[config.mk]
export PLATFORM = sky130hd
export DESIGN_NAME = stream_fifo_buf
export DESIGN_NICKNAME = d
export VERILOG_FILES = /design/src/rtl/stream_fifo_pkg.sv /design/src/rtl/fifo_mem_2p.sv /design/src/rtl/stream_fifo_buf.sv
export SDC_FILE = /design/constraint.sdc
export NUM_CORES = 1
export LEC_CHECK = 0
export BUFFER_PORTS_ARGS = -buffer_cell sky130_fd_sc_hd__buf_2
export CAP_MARGIN = 15
export CORE_ASPECT_RATIO = 1.4
export CORE_UTILIZATION = 45
export CTS_BUF_LIST = sky130_fd_sc_hd__clkbuf_16
export DETAILED_ROUTE_END_ITERATION = 7
export PLACE_DENSITY_LB_ADDON = 0.2
export SETUP_SLACK_MARGIN = 0.1
export SYNTH_ARGS = -nofsm -noshare
export SYNTH_HDL_FRONTEND = slang
export SYNTH_SLANG_ARGS = --single-unit
[constraint.sdc]
create_clock -name clk -period 2.3 [get_ports clk]
set_input_delay 0 -clock clk [delete_from_list [all_inputs] [get_ports clk]]
set_output_delay 0 -clock clk [all_outputs]
set_load 0.02 [all_outputs]
[src/rtl/stream_fifo_pkg.sv]
// Width helpers shared by the stream receive buffer.
// Pure elaboration-time functions; no latency, no flow control.
package stream_fifo_pkg;

    // Pointer width for a power-of-two depth; never below one bit.
    function automatic int ptr_width(input int depth);
        return (depth > 1) ? $clog2(depth) : 1;
    endfunction

    // Occupancy needs one more bit than the pointer to represent "full".
    function automatic int cnt_width(input int depth);
        return $clog2(depth) + 1;
    endfunction

    // All-ones value of the given width, up to 64 bits.
    function automatic logic [63:0] sat_value(input int width);
        logic [63:0] v;
        v = '0;
        for (int i = 0; i < 64; i++) begin
            if (i < width) v[i] = 1'b1;
        end
        return v;
    endfunction

endpackage

[src/rtl/fifo_mem_2p.sv]
// DEPTH x DATA_W storage with one synchronous write port and one combinational read port.
// Write lands on the rising edge; read is same-cycle; no flow control and no reset on storage.
module fifo_mem_2p #(
    parameter int DATA_W = 8,
    parameter int DEPTH  = 16,
    parameter int PTR_W  = 4
) (
    input  logic              clk,
    input  logic              wr_en_i,
    input  logic [PTR_W-1:0]  wr_addr_i,
    input  logic [DATA_W-1:0] wr_data_i,
    input  logic [PTR_W-1:0]  rd_addr_i,
    output logic [DATA_W-1:0] rd_data_o
);

    logic [DATA_W-1:0] mem_q [DEPTH];

    always_ff @(posedge clk) begin
        if (wr_en_i) begin
            mem_q[wr_addr_i] <= wr_data_i;
        end
    end

    assign rd_data_o = mem_q[rd_addr_i];

endmodule

[src/rtl/stream_fifo_buf.sv]
// Receive buffer for a non-stallable source, re-emitted over valid/ready with a registered FWFT head.
// One-edge write-to-output latency; when full and not popping, incoming words are dropped and counted.
module stream_fifo_buf
    import stream_fifo_pkg::*;
#(
    parameter int DATA_W   = 8,
    parameter int DEPTH    = 16,
    parameter int AFULL_TH = 12,
    parameter int DROP_W   = 8
) (
    input  logic                           clk,
    input  logic                           rst_n,
    input  logic                           in_valid_i,
    input  logic [DATA_W-1:0]              in_data_i,
    input  logic                           out_ready_i,
    input  logic                           clr_ovf_i,
    output logic                           out_valid_o,
    output logic [DATA_W-1:0]              out_data_o,
    output logic [$clog2(DEPTH):0]         count_o,
    output logic                           almost_full_o,
    output logic                           ovf_o,
    output logic [DROP_W-1:0]              drop_cnt_o
);

    localparam int                PTR_W     = ptr_width(DEPTH);
    localparam int                CNT_W     = cnt_width(DEPTH);
    localparam logic [CNT_W-1:0]  FULL_CNT  = CNT_W'(DEPTH);
    localparam logic [CNT_W-1:0]  AFULL_CNT = CNT_W'(AFULL_TH);
    localparam logic [DROP_W-1:0] DROP_SAT  = DROP_W'(sat_value(DROP_W));

    logic [PTR_W-1:0]  wr_ptr_q, wr_ptr_d;
    logic [PTR_W-1:0]  rd_ptr_q, rd_ptr_d;
    logic [CNT_W-1:0]  count_q, count_d;
    logic [CNT_W-1:0]  remain;
    logic              out_valid_q, out_valid_d;
    logic [DATA_W-1:0] out_data_q, out_data_d;
    logic              afull_q, afull_d;
    logic              ovf_q, ovf_d;
    logic [DROP_W-1:0] drop_q, drop_d;
    logic              full, push, pop, drop;
    logic [DATA_W-1:0] rd_data;

    fifo_mem_2p #(
        .DATA_W (DATA_W),
        .DEPTH  (DEPTH),
        .PTR_W  (PTR_W)
    ) u_mem (
        .clk       (clk),
        .wr_en_i   (push),
        .wr_addr_i (wr_ptr_q),
        .wr_data_i (in_data_i),
        .rd_addr_i (rd_ptr_d),
        .rd_data_o (rd_data)
    );

    // A push while full is only legal because the popped slot frees up this same edge.
    always_comb begin
        full     = (count_q == FULL_CNT);
        pop      = out_valid_q && out_ready_i;
        push     = in_valid_i && (!full || pop);
        drop     = in_valid_i && !push;
        wr_ptr_d = push ? wr_ptr_q + PTR_W'(1) : wr_ptr_q;
        rd_ptr_d = pop  ? rd_ptr_q + PTR_W'(1) : rd_ptr_q;
        remain   = pop  ? count_q - CNT_W'(1)  : count_q;
        count_d  = push ? remain + CNT_W'(1)   : remain;
    end

    // Head is reloaded from the new read pointer every edge; if the FIFO would
    // otherwise be empty the incoming word bypasses straight into the head.
    always_comb begin
        out_valid_d = (count_d != '0);
        out_data_d  = out_data_q;
        if (remain != '0) begin
            out_data_d = rd_data;
        end else if (push) begin
            out_data_d = in_data_i;
        end
    end

    always_comb begin
        afull_d = (count_d >= AFULL_CNT);
        ovf_d   = ovf_q;
        drop_d  = drop_q;
        if (clr_ovf_i) begin
            ovf_d  = 1'b0;
            drop_d = '0;
        end else if (drop) begin
            ovf_d = 1'b1;
            if (drop_q != DROP_SAT) begin
                drop_d = drop_q + DROP_W'(1);
            end
        end
    end

    always_ff @(posedge clk or negedge rst_n) begin
        if (!rst_n) begin
            wr_ptr_q    <= '0;
            rd_ptr_q    <= '0;
            count_q     <= '0;
            out_valid_q <= 1'b0;
            out_data_q  <= '0;
            afull_q     <= 1'b0;
            ovf_q       <= 1'b0;
            drop_q      <= '0;
        end else begin
            wr_ptr_q    <= wr_ptr_d;
            rd_ptr_q    <= rd_ptr_d;
            count_q     <= count_d;
            out_valid_q <= out_valid_d;
            out_data_q  <= out_data_d;
            afull_q     <= afull_d;
            ovf_q       <= ovf_d;
            drop_q      <= drop_d;
        end
    end

    assign out_valid_o   = out_valid_q;
    assign out_data_o    = out_data_q;
    assign count_o       = count_q;
    assign almost_full_o = afull_q;
    assign ovf_o         = ovf_q;
    assign drop_cnt_o    = drop_q;

endmodule

# Word level (Yosys, flattened, before mapping)
# Memory sizes are Yosys's and may differ from the RTL's.
# Cells that the tools add are included.
dict set report op_classes {
  n_addsub 5
  magnitude_cmp 1
  n_eq_ne 2
  muxes 12
  reduce_logical 12
}
# cell n
set op_table {}
lappend op_table {{8-bit 2-to-1 mux} 5}
lappend op_table {{5-bit 2-to-1 mux} 2}
lappend op_table {{5-bit nonzero test} 2}
lappend op_table {{4-bit by 1-bit adder with 4-bit output, second input constant} 2}
lappend op_table {{8-bit by 1-bit adder with 8-bit output, second input constant} 1}
lappend op_table {{8-bit inequality test, second input constant} 1}
lappend op_table {{2-bit nonzero test} 3}
lappend op_table {{5-bit by 1-bit adder with 5-bit output, second input constant} 1}
lappend op_table {{5-bit == test, second input constant} 1}
lappend op_table {{5-bit by 4-bit greater-or-equal comparator with 1-bit output, second input constant} 1}
lappend op_table {{5-bit by 1-bit subtractor with 5-bit output, second input constant} 1}
lappend op_table {{1-bit 2-to-1 mux} 4}
lappend op_table {{4-bit 2-to-1 mux} 1}
lappend op_table {{1-bit logical AND} 3}
lappend op_table {{1-bit logical NOT} 2}
lappend op_table {{2-bit AND reduction} 1}
lappend op_table {{1-bit logical OR} 1}
dict set report totals {
  regBits 32
  ramBits 128
  inputBits 13
  out_inout_bits 24
  word_cells 41
  mem_count 1
}
# name words word_bits read_ports rd_ports_with_merged_regs wr line_no
set memory_table {}
lappend memory_table {u_mem.mem_q 16 8 1 0 1 fifo_mem_2p.sv:16} ;# logic [DATA_W-1:0] mem_q [DEPTH];

# Longest topological paths before layout
dict set report logic_depth {
  ltp_word 8
  mapped_depth 10
  mapped_depth_nobuf 10
}

# By module
# Synthesis repeated with hierarchy kept, for this count alone.
dict set report hier_totals {
  hier_cells 387
  area_unflattened_um2 6730.2
}
# mod n_inst cells_per_inst area_per_inst_um2 seq_area_each_um2
set modules_own_cells {}
lappend modules_own_cells {fifo_mem_2p 1 221 4987.3 3843.7}
lappend modules_own_cells {stream_fifo_buf 1 166 1742.9 800.8}

# Worst setup path before layout
# Ideal clock, no wire load.
dict set report synth_timing {
  kind {reg2reg}
  startpoint {register count_q[0], in the netlist count_o[0]}
  endpoint {memory u_mem.mem_q[12][0] (enable)}
  setup_time_ps 331
  arrival_time_ps 2147
  t_required_ps 1969
  path_slack_ps -178
  stages_incl_launch_ff 7
  path_buffers 1
  period_less_slack_ps 2478
  path_cell_list {dfrtp_1 inv_1 ha_1 and4bb_2 a21boi_1 clkbuf_1 and4_1}
}
dict set report synth_between {
  elab_chain_len 6
}
# item line_no
set synth_lines {}
lappend synth_lines {{start: declaration} stream_fifo_buf.sv:33} ;# logic [CNT_W-1:0] count_q, count_d;
lappend synth_lines {{start signal: assignment} stream_fifo_buf.sv:108} ;# count_q <= count_d;
lappend synth_lines {{5-bit == test} stream_fifo_buf.sv:58} ;# full = (count_q == FULL_CNT);
lappend synth_lines {{1-bit logical NOT} stream_fifo_buf.sv:60} ;# push = in_valid_i && (!full || pop);
lappend synth_lines {{1-bit logical OR} stream_fifo_buf.sv:60}
lappend synth_lines {{1-bit logical AND} stream_fifo_buf.sv:60}
lappend synth_lines {{1-bit 2-to-1 mux} fifo_mem_2p.sv:19} ;# if (wr_en_i) begin
lappend synth_lines {{1-bit 2-to-1 mux (not written as such)} fifo_mem_2p.sv:20} ;# mem_q[wr_addr_i] <= wr_data_i;
lappend synth_lines {{end: declaration} fifo_mem_2p.sv:16}
# No other way between the ends.

# Worst setup path in the final report
dict set report layout_timing {
  startpoint {register count_q[1], in the netlist count_o[1]}
  endpoint {register out_data_q[0], in the netlist out_data_o[0]}
}
dict set report layout_between {
  elab_chain_len 5
  elab_cells_between_ends 9
  cone_classes {1 x add/sub; 1 x eq/ne; 2 x mux; 5 x reduce/logical}
}
# item line_no
set layout_lines {}
lappend layout_lines {{parallel branches: the longest is 5 deep, another holds 5-bit by 1-bit subtractor with 5-bit output} -}
lappend layout_lines {{end signal: assignment} stream_fifo_buf.sv:110} ;# out_data_q <= out_data_d;
lappend layout_lines {{end: declaration} stream_fifo_buf.sv:36} ;# logic [DATA_W-1:0] out_data_q, out_data_d;
# Several ways; the timed one is not identified.
# A chain may end at the register's enable or synchronous reset.

==> impl_metrics.toml <==
[clock_network]
h-tree-depth = 4
cts_root_buffer = "clkbuf_16"
tritoncts = "built"
path_clk_slew_ns = 0.07
clk_path_buf_depth = 2
clkLatencyLatePin_ns = 0.42
cts_made_buffers = 17
clock_sink_count = 160

[global_routing]
grt.met2_usage_pct = 40.0
grt_overflow = 0
grt_max_degree = 34
grt_pass1_wl_um = 31900
grt_pass1_vias = 5558
grt_usage_pct = 23.8
busiest_layer = "met2"
met1_usage_pct = 29.3
antenna_found_initial = 0
use_met3_pct = 5.06

[setup_path]
required_ns = 2.66
critPathLaunchType = "flop"
r2r-end = "out_data_o[0]"
worstSetupPathType = "reg2reg"
crit_arrival_ns = 2.60
path_max_fanout = 6
r2r_slack_ns = 0.07
r2r-start = "count_o[1]"
reg2regPathDepth = 9
cp-startpoint = "count_o[1]"
critPathCapture = "out_data_o[0]"
end_kind = "flop"

[yosys]
synth-xor-area-share_pct = 2.15
synth_nets = 617
yosysSeqAreaShare_pct = 57.4
netlist.area_leader.share_pct = 47.5
muxShareOfSynthArea_pct = 24.7
netlist_instances = 594
synth_top_area_cell = "edfxtp_1"
synth_area_leaders = "edfxtp_1 48%, mux2i_1 24%, dfrtp_1 9.9%"
ys_ff_latch = 160
avgSynthCellArea_um2 = 13.6
syn_area_um2 = 8090
synth_warnings = 0
synth_top_family_by_area = "multiplexers"
synth-compound-area-share_pct = 4.56
synth_cell_types = 41
synth-simple-area-share_pct = 6.85
synth_adder_area_share_pct = 1.55

[timing]
fin_crit_sh_pct = 97.2
tns_ns = 0
fmax_mhz = 447
setup_viol = 0
timing.final.ws_setup_ns = 0.0653
rsz0062_at_grt = "yes"
maxSlewHeadroom_pct = 43.0
fin_skew_ns = 0.00639
tightest_slew_ns = 0.856
hold_ws_ns = 0.211
finalHoldViolations = 0
slew_violations = 0
fin_crit_ns = 2.23

[finish]
syn_to_final_growth_pct = 26.1
fin_cells = 922
nNetsFinal = 696
finalInstanceArea_um2 = 10200
drive_above_1_share_pct = 27.0
num_antenna_cells = 0
fin_util_pct = 58.4

[floorplan]
num_io_pins = 37
rows = 57
die_h_um = 161
die_x_um = 115
initial_core_util_pct = 46.3
die_area_um2 = 18500
core_area_um2 = 17500

[route]
remaining_drc_errors = 0
drt_pass1_iterations = 4
drt-total-wl_um = 21400
dr_total_vias = 5468
via_per_inst = 5.93
routedWlPerCell_um = 23.2
drtIter0Drc = 323
drtAntennaViolNets = 0

[placed_design]
dp_cells = 858
place_area_um2 = 8840
finalWeightedCongestion = 0.793
io_buffers = 36
hpwlAfterDp_um = 12800
post-place-ws_ns = -0.132

[job]
maxCapViolations = 0

[power]
leakagePower_nw = 4.13
peakVddDrop_mv = 0.669
power_density_nw_per_um2 = 1480
power_mw = 15.1

[hold_path]
hp-class = "in2async"

[run_status]
status = "completed"
-- repair_timing --
item	CTS	global route
hold endpoints to repair	142	4
buffers inserted	4	10
cloned	3	3
gates resized for setup	26	31
endpoints found under the setup margin	50	105
hold buffers	11	1
pin swaps	4	22
-- cells in the mapped netlist (all sizes together) --
master   number
xnor2        16
o2111ai       1
and2         11
a211o         8
nand2b        1
o21ai         2
o22ai        33
buf          23
clkbuf       11
mux2          2
nor3          5
and4bb        1
o21a          1
xor2          3
edfxtp      128
and3          5
nor4         17
inv          12
nor2         15
a211oi        2
nand4         2
o211ai        1
dfrtp        32
or3           3
nand3         6
and4          5
ha           10
nand2        31
a21oi         4
mux2i       197
a21bo         1
nor2b         3
a21boi        1
a31oi         1
-- cell type report --
| class | count | area [µm²] |
|---|---|---|
| clock buffers | 17 | 425 |
| clock inverters | 15 | 183 |
| fillers | 1368 | 7270 |
| inverters | 12 | 51.3 |
| multi-input cells | 389 | 3650 |
| flip-flops and latches | 160 | 4650 |
| well taps | 236 | 295 |
| repair buffers | 93 | 945 |
-- how the worst min path moves through the flow --
stage	endpoint	from	slack [ns]	cells after the start
after global placement	ovf_o	rst_n	0.14	1
after floorplan	almost_full_o	rst_n	-0.30	0
final	drop_cnt_o[0]	rst_n	0.21	2
after CTS	u_mem.mem_q[5][2]	in_data_i[2]	0.002	1
after global routing	drop_cnt_o[0]	rst_n	0.29	2
after detailed placement	drop_cnt_o[2]	rst_n	0.15	1
-- cell usage in the layout (no fill, tap or decap), types with 5 or more instances in the layout --
cell | Yosys | layout
nor4_4 | 0 | 9
nor4_2 | 0 | 6
mux2i_1 | 197 | 197
nand3_1 | 5 | 5
clkinvlp_4 | 0 | 7
ha_1 | 10 | 7
a211o_1 | 8 | 8
buf_12 | 0 | 15
buf_2 | 15 | 36
dlygate4sd3_1 | 0 | 12
dfrtp_1 | 32 | 28
o22ai_1 | 33 | 18
and2_1 | 11 | 6
o22ai_2 | 0 | 15
edfxtp_1 | 128 | 128
inv_1 | 12 | 9
buf_4 | 3 | 21
clkbuf_16 | 0 | 19
xnor2_1 | 15 | 14
nor2_1 | 15 | 14
nand2_1 | 31 | 30
-- registers in the layout, summed over array words and instances, names as in the netlist --
register       cells
out_data_o         8
out_valid_o        1
almost_full_o      1
rd_ptr_q           4
u_mem.mem_q      128
drop_cnt_o         8
wr_ptr_q           4
ovf_o              1
count_o            5
-- report_power, final --
group          leakage (nW)  internal, mW  total, mW  switching, mW
Combinational          2.31          4.00       8.25           4.25
Clock                 0.277          1.72       2.92           1.20
Sequential             1.54          3.60       3.96          0.356
-- per-layer routing --
layer,share of wire (%),vias to the layer above,wire (µm)
li1,-,2434,-
met1,42,2801,8930
met2,50,173,10700
met3,4.4,60,940
met4,3.9,0,835
met5,0,-,0
-- logic make-up (layout without fill, tap and decap cells) --
kind of cell | count (synthesis) | after routing
xor gates and xnor gates | 19 | 19
muxes | 199 | 199
and+or+nand+nor | 105 | 106
AOI/OAI and AO/OA | 55 | 55
buffers and inverters | 46 | 137
adders and majority gates | 10 | 10
DFF | 160 | 160
-- critical path, stage by stage, from the launching register on --
cell,delay (ns)
dfrtp_2,0.44
inv_4,0.08
ha_4,0.19
mux2_4,0.30
ha_4,0.17
nor2b_4,0.13
and4_4,0.23
clkbuf_16,0.18
nor4_4,0.30
a211o_1,0.14
Power figures use the tool's default switching activity.
